### src/rtl/pipeline_pkg.sv
// Shared definitions for the decode/issue pipeline: ALU control codes,
// opcode/funct encodings, the issue-state enum and the ID/EX bundle.
package pipeline_pkg;

  localparam int XLEN = 32;

  // ALU control codes seen by the execute stage (unlisted codes pass B).
  localparam logic [2:0] ALU_ADD   = 3'b000;
  localparam logic [2:0] ALU_SUB   = 3'b010;
  localparam logic [2:0] ALU_AND   = 3'b110;
  localparam logic [2:0] ALU_OR    = 3'b100;
  localparam logic [2:0] ALU_PASSB = 3'b111;

  // Primary opcodes.
  localparam logic [5:0] OP_RTYPE = 6'b000000;
  localparam logic [5:0] OP_ADDI  = 6'b001000;
  localparam logic [5:0] OP_ANDI  = 6'b001100;
  localparam logic [5:0] OP_ORI   = 6'b001101;
  localparam logic [5:0] OP_LUI   = 6'b001111;
  localparam logic [5:0] OP_LW    = 6'b100011;
  localparam logic [5:0] OP_SW    = 6'b101011;
  localparam logic [5:0] OP_BEQ   = 6'b000100;

  // R-type funct codes.
  localparam logic [5:0] FN_ADD = 6'b100000;
  localparam logic [5:0] FN_SUB = 6'b100010;
  localparam logic [5:0] FN_AND = 6'b100100;
  localparam logic [5:0] FN_OR  = 6'b100101;

  // Load-use interlock states.
  typedef enum logic {
    ST_NORMAL   = 1'b0,
    ST_LOADPEND = 1'b1
  } issue_state_e;

  // Combinational decode result for one instruction word.
  typedef struct packed {
    logic [2:0]      alu_ctrl;
    logic            b_imm;      // 1: operand B is imm_ext, 0: rt_data
    logic [XLEN-1:0] imm_ext;
    logic [4:0]      dest;
    logic            reg_write;
    logic            mem_read;
    logic            mem_write;
    logic            is_branch;
    logic            illegal;
    logic            reads_rs;
    logic            reads_rt;
  } decode_t;

  // Contents of the ID/EX pipeline register.
  typedef struct packed {
    logic [XLEN-1:0] alu_a;
    logic [XLEN-1:0] alu_b;
    logic [2:0]      alu_ctrl;
    logic [4:0]      rd;
    logic            reg_write;
    logic            mem_read;
    logic            mem_write;
    logic            is_branch;
    logic            illegal;
    logic [XLEN-1:0] pc;
  } idex_t;

  localparam idex_t IDEX_RESET = '{
    alu_a:     '0,
    alu_b:     '0,
    alu_ctrl:  ALU_PASSB,
    rd:        '0,
    reg_write: 1'b0,
    mem_read:  1'b0,
    mem_write: 1'b0,
    is_branch: 1'b0,
    illegal:   1'b0,
    pc:        '0
  };

endpackage

### src/rtl/alu_ctrl_decode.sv
// Purely combinational instruction decoder: produces the ALU control code,
// operand-B selection/immediate, destination, control flags and the
// register-read usage needed by the load-use interlock.
module alu_ctrl_decode
  import pipeline_pkg::*;
(
  input  logic [XLEN-1:0] i_instr,
  output decode_t         o_dec
);

  logic [5:0]  w_opcode;
  logic [5:0]  w_funct;
  logic [4:0]  w_rt;
  logic [4:0]  w_rd;
  logic [15:0] w_imm;
  logic [4:0]  w_unused_rs;

  assign w_opcode    = i_instr[31:26];
  assign w_rt        = i_instr[20:16];
  assign w_rd        = i_instr[15:11];
  assign w_funct     = i_instr[5:0];
  assign w_imm       = i_instr[15:0];
  // rs is only compared in the top-level interlock, never decoded here.
  assign w_unused_rs = i_instr[25:21];

  // Decode opcode/funct into control; unknown encodings become illegal PASSB.
  always_comb begin
    o_dec          = '0;
    o_dec.alu_ctrl = ALU_PASSB;
    o_dec.reads_rs = 1'b1;
    case (w_opcode)
      OP_RTYPE: begin
        o_dec.reads_rt  = 1'b1;
        o_dec.dest      = w_rd;
        o_dec.reg_write = 1'b1;
        case (w_funct)
          FN_ADD:  o_dec.alu_ctrl = ALU_ADD;
          FN_SUB:  o_dec.alu_ctrl = ALU_SUB;
          FN_AND:  o_dec.alu_ctrl = ALU_AND;
          FN_OR:   o_dec.alu_ctrl = ALU_OR;
          default: begin
            o_dec.illegal   = 1'b1;
            o_dec.reg_write = 1'b0;
          end
        endcase
      end
      OP_ADDI: begin
        o_dec.alu_ctrl  = ALU_ADD;
        o_dec.b_imm     = 1'b1;
        o_dec.imm_ext   = {{16{w_imm[15]}}, w_imm};
        o_dec.dest      = w_rt;
        o_dec.reg_write = 1'b1;
      end
      OP_ANDI: begin
        o_dec.alu_ctrl  = ALU_AND;
        o_dec.b_imm     = 1'b1;
        o_dec.imm_ext   = {16'h0000, w_imm};
        o_dec.dest      = w_rt;
        o_dec.reg_write = 1'b1;
      end
      OP_ORI: begin
        o_dec.alu_ctrl  = ALU_OR;
        o_dec.b_imm     = 1'b1;
        o_dec.imm_ext   = {16'h0000, w_imm};
        o_dec.dest      = w_rt;
        o_dec.reg_write = 1'b1;
      end
      OP_LUI: begin
        o_dec.alu_ctrl  = ALU_PASSB;
        o_dec.b_imm     = 1'b1;
        o_dec.imm_ext   = {w_imm, 16'h0000};
        o_dec.dest      = w_rt;
        o_dec.reg_write = 1'b1;
        o_dec.reads_rs  = 1'b0;
      end
      OP_LW: begin
        o_dec.alu_ctrl  = ALU_ADD;
        o_dec.b_imm     = 1'b1;
        o_dec.imm_ext   = {{16{w_imm[15]}}, w_imm};
        o_dec.dest      = w_rt;
        o_dec.reg_write = 1'b1;
        o_dec.mem_read  = 1'b1;
      end
      OP_SW: begin
        o_dec.alu_ctrl  = ALU_ADD;
        o_dec.b_imm     = 1'b1;
        o_dec.imm_ext   = {{16{w_imm[15]}}, w_imm};
        o_dec.dest      = w_rt;
        o_dec.mem_write = 1'b1;
        o_dec.reads_rt  = 1'b1;
      end
      OP_BEQ: begin
        o_dec.alu_ctrl  = ALU_SUB;
        o_dec.dest      = w_rt;
        o_dec.is_branch = 1'b1;
        o_dec.reads_rt  = 1'b1;
      end
      default: begin
        o_dec.illegal = 1'b1;
      end
    endcase
    // Register 0 is hard-wired; writes to it are suppressed.
    if (o_dec.dest == 5'd0) begin
      o_dec.reg_write = 1'b0;
    end
  end

endmodule

### src/rtl/alu_issue_stage.sv
// Decode-to-execute issue stage: decodes the instruction, forms ALU operands
// and holds them in the ID/EX register behind a valid/ready handshake.
// Optional load-use interlock (one bubble) when ALU_ISSUE_LOAD_INTERLOCK_EN
// is defined; otherwise stall is tied low and no interlock state exists.
module alu_issue_stage
  import pipeline_pkg::*;
(
  input  logic            clk,
  input  logic            rst_n,
  input  logic            in_valid,
  output logic            in_ready,
  input  logic [XLEN-1:0] in_instr,
  input  logic [XLEN-1:0] in_pc,
  input  logic [XLEN-1:0] rs_data,
  input  logic [XLEN-1:0] rt_data,
  input  logic            flush,
  output logic            out_valid,
  input  logic            out_ready,
  output logic [XLEN-1:0] out_alu_a,
  output logic [XLEN-1:0] out_alu_b,
  output logic [2:0]      out_alu_ctrl,
  output logic [4:0]      out_rd,
  output logic            out_reg_write,
  output logic            out_mem_read,
  output logic            out_mem_write,
  output logic            out_is_branch,
  output logic            out_illegal,
  output logic [XLEN-1:0] out_pc
);

  decode_t w_dec;
  idex_t   w_idex_next;
  idex_t   r_idex;
  logic    r_out_valid;
  logic    w_stall;
  logic    w_accept;

  alu_ctrl_decode u_decode (
    .i_instr (in_instr),
    .o_dec   (w_dec)
  );

  // Build the ID/EX bundle for the instruction currently offered by decode.
  always_comb begin
    w_idex_next           = IDEX_RESET;
    w_idex_next.alu_a     = rs_data;
    w_idex_next.alu_b     = w_dec.b_imm ? w_dec.imm_ext : rt_data;
    w_idex_next.alu_ctrl  = w_dec.alu_ctrl;
    w_idex_next.rd        = w_dec.dest;
    w_idex_next.reg_write = w_dec.reg_write;
    w_idex_next.mem_read  = w_dec.mem_read;
    w_idex_next.mem_write = w_dec.mem_write;
    w_idex_next.is_branch = w_dec.is_branch;
    w_idex_next.illegal   = w_dec.illegal;
    w_idex_next.pc        = in_pc;
  end

  assign in_ready = (!r_out_valid || out_ready) && !w_stall;
  assign w_accept = in_valid && in_ready;

  // ID/EX register: flush squashes, accept loads, a drained slot empties;
  // payload only changes on accept so a stalled output stays stable.
  always_ff @(posedge clk or negedge rst_n) begin
    if (!rst_n) begin
      r_out_valid <= 1'b0;
      r_idex      <= IDEX_RESET;
    end else if (flush) begin
      r_out_valid <= 1'b0;
    end else if (w_accept) begin
      r_out_valid <= 1'b1;
      r_idex      <= w_idex_next;
    end else if (out_ready) begin
      r_out_valid <= 1'b0;
    end
  end

  assign out_valid     = r_out_valid;
  assign out_alu_a     = r_idex.alu_a;
  assign out_alu_b     = r_idex.alu_b;
  assign out_alu_ctrl  = r_idex.alu_ctrl;
  assign out_rd        = r_idex.rd;
  assign out_reg_write = r_idex.reg_write;
  assign out_mem_read  = r_idex.mem_read;
  assign out_mem_write = r_idex.mem_write;
  assign out_is_branch = r_idex.is_branch;
  assign out_illegal   = r_idex.illegal;
  assign out_pc        = r_idex.pc;

`ifdef ALU_ISSUE_LOAD_INTERLOCK_EN
  issue_state_e r_state;
  issue_state_e w_state_next;
  logic [4:0]   r_pend_reg;
  logic [4:0]   w_pend_next;
  logic         w_dep_rs;
  logic         w_dep_rt;

  assign w_dep_rs = w_dec.reads_rs && (in_instr[25:21] == r_pend_reg);
  assign w_dep_rt = w_dec.reads_rt && (in_instr[20:16] == r_pend_reg);
  assign w_stall  = (r_state == ST_LOADPEND) && in_valid && (w_dep_rs || w_dep_rt);

  // Interlock state and pending load destination.
  always_ff @(posedge clk or negedge rst_n) begin
    if (!rst_n) begin
      r_state    <= ST_NORMAL;
      r_pend_reg <= 5'd0;
    end else begin
      r_state    <= w_state_next;
      r_pend_reg <= w_pend_next;
    end
  end

  // Next state: a load to a real register arms the interlock; the load
  // leaving, any other accept, or a flush disarms it.
  always_comb begin
    w_state_next = r_state;
    w_pend_next  = r_pend_reg;
    if (flush) begin
      w_state_next = ST_NORMAL;
    end else if (w_accept) begin
      if (w_dec.mem_read && (in_instr[20:16] != 5'd0)) begin
        w_state_next = ST_LOADPEND;
        w_pend_next  = in_instr[20:16];
      end else begin
        w_state_next = ST_NORMAL;
      end
    end else if (r_out_valid && out_ready) begin
      w_state_next = ST_NORMAL;
    end
  end
`else
  logic w_unused_ok;
  assign w_unused_ok = ^{w_dec.reads_rs, w_dec.reads_rt};
  assign w_stall     = 1'b0;
`endif

endmodule

### config.mk
export PLATFORM = sky130hd
export DESIGN_NAME = alu_issue_stage
export DESIGN_NICKNAME = d
export VERILOG_FILES = /design/src/rtl/pipeline_pkg.sv /design/src/rtl/alu_ctrl_decode.sv /design/src/rtl/alu_issue_stage.sv
export SDC_FILE = /design/constraint.sdc
export NUM_CORES = 1
export LEC_CHECK = 0
export ABC_AREA = 1
export CAP_MARGIN = 40
export CELL_PAD_IN_SITES_DETAIL_PLACEMENT = 1
export CELL_PAD_IN_SITES_GLOBAL_PLACEMENT = 2
export CORE_AREA = 2 2 153 155
export CTS_BUF_LIST = sky130_fd_sc_hd__clkbuf_8
export DETAILED_ROUTE_END_ITERATION = 6
export DIE_AREA = 0 0 155 157
export GPL_TIMING_DRIVEN = 0
export PLACE_DENSITY = 0.9
export SLEW_MARGIN = 20
export SYNTH_ARGS = -nofsm -noshare
export SYNTH_HDL_FRONTEND = slang
export SYNTH_HIERARCHICAL = 1
export SYNTH_SLANG_ARGS = --single-unit
### constraint.sdc
create_clock -name clk -period 2.9 [get_ports clk]
set_clock_uncertainty 0.2 [all_clocks]
set_input_delay 0.58 -clock clk [delete_from_list [all_inputs] [get_ports clk]]
set_output_delay 0.58 -clock clk [all_outputs]
set_load 0.005 [all_outputs]
==> results.txt <==
* HPWL after detailed placement: 15800 µm
- Largest area contributor in the netlist: sky130_fd_sc_hd__dfrtp_1
- Counting distinct cell types in the post-synthesis netlist gives 28.
- Total power after layout: 0.00403 W
* Die width: 155 µm
- Synthesized netlist net count: 845
- The most critical setup path has its endpoint at in_ready.
* Number of H-tree levels: 3
* Via count of the first global-routing pass: 5896
* Startpoint Class: primary input
- Via count normalized by instance count: 4.33
* Area Growth Syn to Fin: 55.6%
* Top-area cell type share of the netlist area: 0.498
- CTS placed an instance of sky130_fd_sc_hd__clkbuf_8 at the clock tree root.
- Setup repair after global routing left no endpoint under its margin.
- DRC violation count after routing: 0
- The endpoint identified for the worst register-to-register timing path is out_alu_b[1]$_DFFE_PN0P_.
- Post-detailed-route count of antenna-violating nets: 0
- Dominant cell by count in the synthesized netlist: sky130_fd_sc_hd__nand2_1
- Via count: 5427
- Wires add up to 20100 µm.
- Ports: 244
* Routability cong.: 0.793
- The worst setup path is captured at an output pin.
- Summed over all cells, the static leakage comes to 4.18 nW.
- After clock tree synthesis, the clock-pin slew on the worst setup and hold paths is 0.11 ns.
- Height of the die: 157 µm
- After synthesis, the mean cell area works out to 7.55 µm².
* # clock sinks: 110
* Hold slack final: 0.271 ns
- Global-route wire length before repair: 31700 µm
* Synthesized netlist cell count: 712
- Setup total negative slack on the finished layout was measured at 0 ns.
* CTS tree: built
- Worst-Skew Late Latency: 0.38 ns
- For this run, the detailed router's first-pass iteration total came to 4.
- Final min period: 2.81 ns
* Total track usage: 0.168
- The worst pin sits at a relative slew slack of 0.554.
- Critical path start-end classification: in -> out
* Diodes inserted: 0
* Total of endpoints with negative setup slack in the final report: 0
* Mapped Area: 5380 µm²
* Hold Vio Cnt, Final: 0
- For this run, the register share of the synthesized area comes to 0.512.
* Wirelength per Cell: 16.1 µm
- Synth area leaders: sky130_fd_sc_hd__dfrtp_1, sky130_fd_sc_hd__nand2_1, sky130_fd_sc_hd__nand3_1
* Number of synthesized flops with an enable pin: 0
- Buffers inserted by post-CTS timing repair: 0
* FF-to-FF setup slack: 1.12 ns
* Status: complete, no violations
* Top cells by instance count after synthesis: sky130_fd_sc_hd__nand2_1, sky130_fd_sc_hd__dfrtp_1, sky130_fd_sc_hd__nand3_1, sky130_fd_sc_hd__inv_1, sky130_fd_sc_hd__o21ai_0
* Most used DFF post-synth: sky130_fd_sc_hd__dfrtp_1
- Number of buffer cells added on primary ports: 238
* Number of buffers on the longest clock path: 2
- Tracing the worst setup path back leads to its startpoint at out_ready.
- Critical path peak fanout: 10
- The count of pins over their slew limit is 0.
- Layout cell share with drive strength beyond 1: 0.0754
* Maximum clock frequency: 0.356 GHz
- With fillers left out, the area of the finished cells amounts to 8370 µm².
- 1st-iter DRT viols: 225
* Slew at the pin closest to its max-slew limit: 0.666 ns
- The floorplan step defined a die boundary enclosing 24300 µm².
* Length in cells of the worst reg-to-reg path: 6
- Row generation in the floorplan step produced 55 rows.
* Async set-or-reset flop fraction in the synthesized netlist: 1.00
* Path type of the worst min-delay path: reg -> reg
* Ratio of final minimum period to clock period: 0.968
- Clock tree synthesis inserted a total of 9 buffers.
* Filler Cells Inserted: 2701
- Arrival time of data at the critical path endpoint: 2.03 ns
- For the worst setup path, the data required time is 2.12 ns.
- For this configuration, the core starts out at a cell density of 0.239.
- Yosys warnings: 6
- The initial antenna violation count came to 0.
- Dpl cell area: 8150 µm²
* Core area: 22500 µm²
- Power spread over the standard cell area amounts to 482 nW/µm².
* Total global routing overflow: 0
- For this run, the post-layout net count is 1096.
- The tool flagged a number of max-cap violations equal to 0.
* Pin count of the biggest net entering global routing: 63
* Beginning of the worst register-to-register path: out_valid$_DFFE_PN0P_
- VDD sags by at most 0.200 mV.
- The synthesized design contains 110 register bits.
==> cell families (layout without fill, tap and decap cells) <==
kind of cell,Yosys count,count (layout),share of synthesized area
simple gates,434,434,0.342
compound gates,55,55,0.0558
buf+inv,113,369,0.0896
flops,110,110,0.512
==> worst max-delay path: stages <==
cell and delay (ns):
sky130_fd_sc_hd__clkdlybuf4s50_1 0.48, sky130_fd_sc_hd__inv_1 0.05, sky130_fd_sc_hd__nand2_2 0.15, sky130_fd_sc_hd__buf_4 0.23, sky130_fd_sc_hd__clkdlybuf4s50_1 0.53
==> layer usage <==
layer / track usage / wire [µm]
met4: 0.0551 / 416
met3: 0.0344 / 1020
met1: 0.212 / 9110
met5: 0 / 0
met2: 0.287 / 9570
==> final cells by class <==
class / count / area (µm²) / share of cell area
Clock buffer: 11 / 151 / 0.0181
Tap cell: 285 / 357 / 0.0426
Multi-Input combinational cell: 489 / 2140 / 0.256
Inverter: 72 / 270 / 0.0323
Timing Repair Buffer: 240 / 2420 / 0.289
Clock inverter: 5 / 57.6 / 0.00687
Sequential cell: 110 / 2760 / 0.329
Buffer: 41 / 218 / 0.0260
==> how the worst min path moves through the flow <==
| stage | from | endpoint | slack [ns] | depth (start not counted) |
|---|---|---|---|---|
| finish | out_alu_ctrl[0]$_DFFE_PN1P_ | out_alu_ctrl[0]$_DFFE_PN1P_ | 0.27 | 2 |
| global route | out_alu_a[15]$_DFFE_PN0P_ | out_alu_a[15]$_DFFE_PN0P_ | 0.31 | 2 |
| global placement | out_alu_a[3]$_DFFE_PN0P_ | out_alu_a[3]$_DFFE_PN0P_ | 0.25 | 2 |
| CTS | out_alu_ctrl[0]$_DFFE_PN1P_ | out_alu_ctrl[0]$_DFFE_PN1P_ | 0.27 | 2 |
| floorplan | rst_n | out_alu_a[0]$_DFFE_PN0P_ | 0.08 | 0 |
| detailed placement | out_alu_ctrl[0]$_DFFE_PN1P_ | out_alu_ctrl[0]$_DFFE_PN1P_ | 0.26 | 2 |
==> layout by cell type (no fill, tap or decap), drive strengths merged <==
cell and instances:
o221ai 1, o21ai 50, inv 74, nand4 2
buf 31, dfrtp 107, nor2 44, dlygate4sd3 1
nand2 299, nand3 87, nor4 1, a31oi 1
dfstp 3, bufinv 1, o211ai 1, or2 1
o21bai 1, clkbuf 23, clkinvlp 2, a21oi 1
clkdlybuf4s50 237
==> power breakdown <==
part / total (W) / internal, W / switching, W
combinational: 0.00112 / 0.000656 / 0.000469
sequential: 0.00188 / 0.00175 / 0.000124
clock: 0.00103 / 0.000448 / 0.000582
total: 0.00403 / 0.00286 / 0.00118
==> what timing repair did <==
action / CTS / global route
gates resized for setup: 1 / 6
hold buffers: 1 / 0
endpoints found under the hold margin: 39 / 0
setup endpoints to repair: 1 / 20
==> per-stage QoR <==
stage / setup slack, ns / utilization / cells
2_1_floorplan: 0.746 / - / 712
3_3_place_gp: -3.60 / 0.361 / 1235
3_5_place_dp: -0.241 / 0.362 / 1236
4_1_cts: 0.0636 / 0.372 / 1253
5_1_grt: 0.0239 / 0.372 / 1253
6_report: 0.0942 / 0.372 / 1253
==> state kept, by name (all words and copies together), names as in the netlist <==
register,count
out_alu_a,32
out_alu_b,32
out_alu_ctrl,3
out_illegal,1
out_is_branch,1
out_mem_read,1
out_mem_write,1
out_pc,32
out_rd,5
out_reg_write,1
out_valid,1
(Power assumes the default switching activity.)
